[src/rtl/inv_key_schedule.sv]
// S-AES round-key sequencer: streams K2, K1, K0 for the inverse rounds.
// Define KEY_FWD_MODE_EN to also accept K0 and expand forward.
module inv_key_schedule (
  input  logic        CLK,
  input  logic        RST,
  input  logic        Start,
  input  logic        Mode,
  input  logic [15:0] Key_In,
  input  logic        Key_Ready,
  output logic        Key_Valid,
  output logic [15:0] Key_Out,
  output logic [1:0]  Round_Idx,
  output logic        Busy,
  output logic        Done
);

  typedef enum logic [2:0] {
    IDLE,
    C1,
    C2,
    STREAM,
    FIN
  } state_t;

  localparam logic [7:0] RC1 = 8'h80;
  localparam logic [7:0] RC2 = 8'h30;

  state_t      state;
  state_t      state_nxt;
  logic [15:0] r0;
  logic [15:0] r1;
  logic [15:0] r2;
  logic [1:0]  idx;
  logic        fwd;
  logic [15:0] src;
  logic [7:0]  g_in;
  logic [7:0]  g_rc;
  logic [7:0]  g_out;
  logic [15:0] step_key;

  function automatic logic [3:0] sbox(input logic [3:0] n);
    logic [3:0] s;
    unique case (n)
      4'h0: s = 4'h9;
      4'h1: s = 4'h4;
      4'h2: s = 4'hA;
      4'h3: s = 4'hB;
      4'h4: s = 4'hD;
      4'h5: s = 4'h1;
      4'h6: s = 4'h8;
      4'h7: s = 4'h5;
      4'h8: s = 4'h6;
      4'h9: s = 4'h2;
      4'hA: s = 4'h0;
      4'hB: s = 4'h3;
      4'hC: s = 4'hC;
      4'hD: s = 4'hE;
      4'hE: s = 4'hF;
      default: s = 4'h7;
    endcase
    return s;
  endfunction

`ifdef KEY_FWD_MODE_EN
  logic mode_q;

  always_ff @(posedge CLK) begin
    if (RST) begin
      mode_q <= 1'b0;
    end else if (state == IDLE && Start) begin
      mode_q <= Mode;
    end
  end

  assign fwd = ~mode_q;
`else
  logic unused_mode;

  assign unused_mode = Mode;
  assign fwd = 1'b0;
`endif

  // Source word for the current compute cycle.
  always_comb begin
    src = 16'h0000;
    unique case (state)
      C1:      src = fwd ? r0 : r2;
      C2:      src = r1;
      default: src = 16'h0000;
    endcase
  end

  // One shared g-function: forward feeds w(odd), inverse feeds hi^lo.
  always_comb begin
    g_in = 8'h00;
    g_rc = 8'h00;
    unique case (state)
      C1: begin
        g_in = fwd ? src[7:0] : (src[15:8] ^ src[7:0]);
        g_rc = fwd ? RC1 : RC2;
      end
      C2: begin
        g_in = fwd ? src[7:0] : (src[15:8] ^ src[7:0]);
        g_rc = fwd ? RC2 : RC1;
      end
      default: begin
        g_in = 8'h00;
        g_rc = 8'h00;
      end
    endcase
  end

  assign g_out = {sbox(g_in[3:0]), sbox(g_in[7:4])} ^ g_rc;

  // High word is hi^g in both directions; low word differs.
`ifdef KEY_FWD_MODE_EN
  assign step_key = fwd
    ? {src[15:8] ^ g_out, src[15:8] ^ g_out ^ src[7:0]}
    : {src[15:8] ^ g_out, src[15:8] ^ src[7:0]};
`else
  assign step_key = {src[15:8] ^ g_out, src[15:8] ^ src[7:0]};
`endif

  always_ff @(posedge CLK) begin
    if (RST) begin
      state <= IDLE;
    end else begin
      state <= state_nxt;
    end
  end

  always_comb begin
    state_nxt = state;
    unique case (state)
      IDLE:    if (Start) state_nxt = C1;
      C1:      state_nxt = C2;
      C2:      state_nxt = STREAM;
      STREAM:  if (Key_Ready && idx == 2'd0) state_nxt = FIN;
      FIN:     state_nxt = IDLE;
      default: state_nxt = IDLE;
    endcase
  end

  always_ff @(posedge CLK) begin
    if (RST) begin
      r0  <= 16'h0000;
      r1  <= 16'h0000;
      r2  <= 16'h0000;
      idx <= 2'd0;
    end else begin
      unique case (state)
        IDLE: begin
          if (Start) begin
            if (fwd_cap(Mode)) r0 <= Key_In;
            else               r2 <= Key_In;
          end
        end
        C1: r1 <= step_key;
        C2: begin
          if (fwd) r2 <= step_key;
          else     r0 <= step_key;
          idx <= 2'd2;
        end
        STREAM: begin
          if (Key_Ready && idx != 2'd0) idx <= idx - 2'd1;
        end
        default: ;
      endcase
    end
  end

  function automatic logic fwd_cap(input logic m);
`ifdef KEY_FWD_MODE_EN
    return ~m;
`else
    logic unused_m;
    unused_m = m;
    return 1'b0;
`endif
  endfunction

  always_comb begin
    Key_Valid = 1'b0;
    Key_Out   = 16'h0000;
    Busy      = 1'b0;
    Done      = 1'b0;
    unique case (state)
      C1, C2: Busy = 1'b1;
      STREAM: begin
        Busy      = 1'b1;
        Key_Valid = 1'b1;
        unique case (idx)
          2'd2:    Key_Out = r2;
          2'd1:    Key_Out = r1;
          default: Key_Out = r0;
        endcase
      end
      FIN:     Done = 1'b1;
      default: ;
    endcase
  end

  assign Round_Idx = idx;

endmodule
[config.mk]
export PLATFORM = sky130hd
export DESIGN_NAME = inv_key_schedule
export DESIGN_NICKNAME = d
export VERILOG_FILES = /design/src/rtl/inv_key_schedule.sv
export SDC_FILE = /design/constraint.sdc
export NUM_CORES = 1
export LEC_CHECK = 0
export CAP_MARGIN = 10
export CORE_UTILIZATION = 45
export DETAILED_ROUTE_END_ITERATION = 12
export HOLD_SLACK_MARGIN = 0.03
export PLACE_DENSITY = 0.69
export RECOVER_POWER = 25
export SLEW_MARGIN = 20
export SYNTH_ARGS = -nofsm -noshare
export SYNTH_HDL_FRONTEND = slang
export SYNTH_SLANG_ARGS = --single-unit
export TNS_END_PERCENT = 20
[constraint.sdc]
create_clock -name CLK -period 2.53 [get_ports CLK]
set_input_delay 0.506 -clock CLK [delete_from_list [all_inputs] [get_ports CLK]]
set_output_delay 0.506 -clock CLK [all_outputs]
set_load 0.01 [all_outputs]
==> summary.md <==
| Metric | Value |
|---|---|
| Outcome | finished, violations left |
| Failing checks | max-capacitance violations, max-slew violations, negative setup slack |
| Initial antenna violation count | 0 |
| GPL Wtd Cong | 0.874 |
| Die Height | 93.2 um |
| Num CTS Buffers | 5 |
| MaxCap Viol Count | 1 |
| Flop pwr share | 40.7% |
| CTS tree | built |
| Share of the yosys chip area belonging to registers | 28.4% |
| Avg Cell Area, Syn | 8.35 um2 |
| Synthesized area | 3740 um2 |
| Final instance area | 5170 um2 |
| Overall power | 2.42 mW |
| Worst hold path type | reg2reg |
| CORE AREA | 7890 um2 |
| Sw power | 0.846 mW |
| Drt via density | 5.78 |
| Largest cells by area after synthesis | dfxtp_1 28%, nand2_1 6.6%, a211oi_1 5.4% |
| Post-Synth Adder-Cell Area | 4.01% |
| Post-Synth Simple-Gate Area | 32.8% |
| CTS HTree Levels | 2 |
| Worst Clk Skew | 0.00916 ns |
| Final period utilization | 101% |
| Worst-path clk slew | 0.10 ns |
| Seq cells post-synth | 53 |
| Pin count of the biggest net entering global routing | 36 |
| Most common cell after layout, fill and taps aside | nand2_1 |
| Sw Share | 35.0% |
| CTS Hold Bufs | 0 |
| Ys Warns | 0 |
| Final TNS setup | -0.0304 ns |
| Starting Density | 47.4% |
| # clock sinks | 53 |
| Leak | 1.96 nW |
| Final Slew Violations | 36 |
| Critical path arrival | 2.78 ns |
| Top_reg_cell synth | dfxtp_1 |
| Number of DRC markers in iteration 0 | 162 |
| Number of distinct library cells after synthesis | 56 |
| Wire length per cell | 17.8 um |
| Port Buffers | 40 |
| Die area | 8680 um2 |
| Overall routing resource usage | 24.8% |
| Crit start category | flop |
| PwrDens | 467 nW/um2 |
| Crit end category | flop |
| Post-route ant nets | 0 |
| Layout Nets | 571 |
| Worst slew margin | -1.29% |
| Io pins | 42 |
| Die X | 93.2 um |
| Area leader, netlist | dfxtp_1 |
| Finished Layout Cells | 641 |
| Highest clock rate | 391 MHz |
| Final HPWL DP | 7.45 mm |
| Root buffer cell | clkbuf_8 |
| Internal power | 1.57 mW |
| Largest family of logic cells by synthesized area | simple AND/OR/NAND/NOR gates |
| Setup ws final | -0.0249 ns |
| DRC viols | 0 |
| Critical path fanouts, max | 5 |
| Ratio of cells with drive above 1 in the final layout | 29.9% |
| Setup violators final | 2 |
| Row count | 32 |
| Critical path class | reg2reg |
| N_diodes | 0 |
| First-pass GRT wire length | 17.0 mm |
| Crit path time final | 2.55 ns |
| First drt pass iteration count | 5 |
| Yosys top cell area share | 28.4% |
| Post-Syn Nets | 481 |
| Worst-margin pin slew | 1.52 ns |
| Syn Inst Count | 448 |
| Mux contribution to synthesized area | 3.58% |
| Placed cells | 616 |
| XOR/XNOR Fraction of Synth Area | 1.87% |
| Area Growth Syn to Fin | 38.3% |
| Clock Latency Late Sink | 0.31 ns |
| Peak VDD IR | 0.000239 V |
| Most frequent cells in the layout | 66 x nand2_1, 64 x buf_4, 49 x dfxtp_1, 41 x nor2_1, 35 x a21oi_1 |
| Ys async rst share | 0% |
| Grt ovf | 0 |
| Via count of the first global-routing pass | 3,457 |
| Final hold violation count | 0 |
| Synth Area in Compound Gates | 23.1% |
| Clock Path Buffers | 2 |
| Area of placed instances | 4610 um2 |
| WP data required | 2.76 ns |
| Comb power frac | 39.1% |
| WL final | 11.4 mm |
| Vias | 3,702 |
| Clock share of power | 20.3% |
| RSZ-0062 raised after global routing | true |
| Post-synth EDFFs | 0 |
[per-stage QoR]
stage / setup WS (ns) / utilization (%) / hold WS (ns)
2_1_floorplan: 0.0562 / - / 0.432
3_3_place_gp: -0.233 / 58.4 / 0.443
3_5_place_dp: -0.372 / 58.4 / 0.448
4_1_cts: -0.0453 / 59.6 / 0.462
5_1_grt: -0.0951 / 65.6 / 0.480
6_report: -0.0249 / 65.6 / 0.460
[synthesized netlist by cell type (8+ instances only)]
cell	count
nand2_1	66
dfxtp_1	53
nor2_1	42
a21oi_1	35
nand2b_1	32
a211oi_1	27
clkbuf_1	23
a22oi_1	18
nor4bb_1	14
and4bb_2	13
ha_1	12
inv_1	9
o22ai_1	8
[worst paths after layout]
check	cells past startpoint	slack (ns)	to	startpoint
min	2	0.46	r0[5]$_SDFFE_PP0N_	r0[5]$_SDFFE_PP0N_
max	9	-0.02	r1[8]$_SDFFE_PP0N_	state[2]$_SDFFE_PP0P_
max reg2reg	9	-0.02	r1[8]$_SDFFE_PP0N_	state[2]$_SDFFE_PP0P_
min reg2reg	2	0.46	r0[5]$_SDFFE_PP0N_	r0[5]$_SDFFE_PP0N_
[layout make-up]
| class | instances | area [um2] |
|---|---|---|
| clock buffers | 7 | 76.3 |
| clock inverters | 1 | 7.51 |
| fillers | 627 | 2710 |
| inverters | 10 | 40.0 |
| multi-input cells | 348 | 2690 |
| flip-flops and latches | 53 | 1070 |
| well taps | 102 | 128 |
| repair buffers | 120 | 1160 |
[logic make-up (layout without fill, tap and decap cells)]
logic type,count (synthesis),count (layout)
fa+ha+maj,12,12
mux,9,9
compound gates,110,110
xor+xnor,8,8
simple gates,209,209
flops,53,53
buf+inv,47,138
[worst max-delay path: stages, from the launching register on]
cell and delay, ns:
dfxtp_4 0.45, buf_12 0.13, and4bb_1 0.20, o22a_1 0.25, o22ai_4 0.24, inv_2 0.10, ha_4 0.22, mux4_2 0.52
xnor2_2 0.17, a211oi_1 0.19
[power by group through the flow]
stage / clock [mW] / combinational (mW) / sequential, mW
detailed placement: 0 / 0.814 / 0.998
global route: 0.520 / 1.01 / 0.990
floorplan: 0 / 0.535 / 0.972
global placement: 0 / 0.792 / 0.994
finish: 0.490 / 0.944 / 0.982
CTS: 0.495 / 0.817 / 0.980
[metal layers]
layer | part of all wire, % | track usage (%) | vias up
met5 | 0 | 0 | -
met1 | 44 | 30.7 | 1811
met2 | 51 | 44.7 | 82
met3 | 3.7 | 4.07 | 16
met4 | 1.7 | 5.64 | 0
li1 | - | - | 1793
[flip-flops by register name (all words and copies together) (netlist names)]
| register | count |
|---|---|
| Round_Idx | 2 |
| r2 | 16 |
| r0 | 16 |
| state | 3 |
| r1 | 16 |
[timing repair]
item | 4_1_cts | 5_1_grt
buffers inserted | 0 | 14
hold endpoints to repair | 0 | 0
gates resized for setup | 24 | 60
endpoints found under the setup margin | 33 | 22
pin swaps | 0 | 24
gates cloned | 0 | 4
Power figures use the tool's default switching activity.
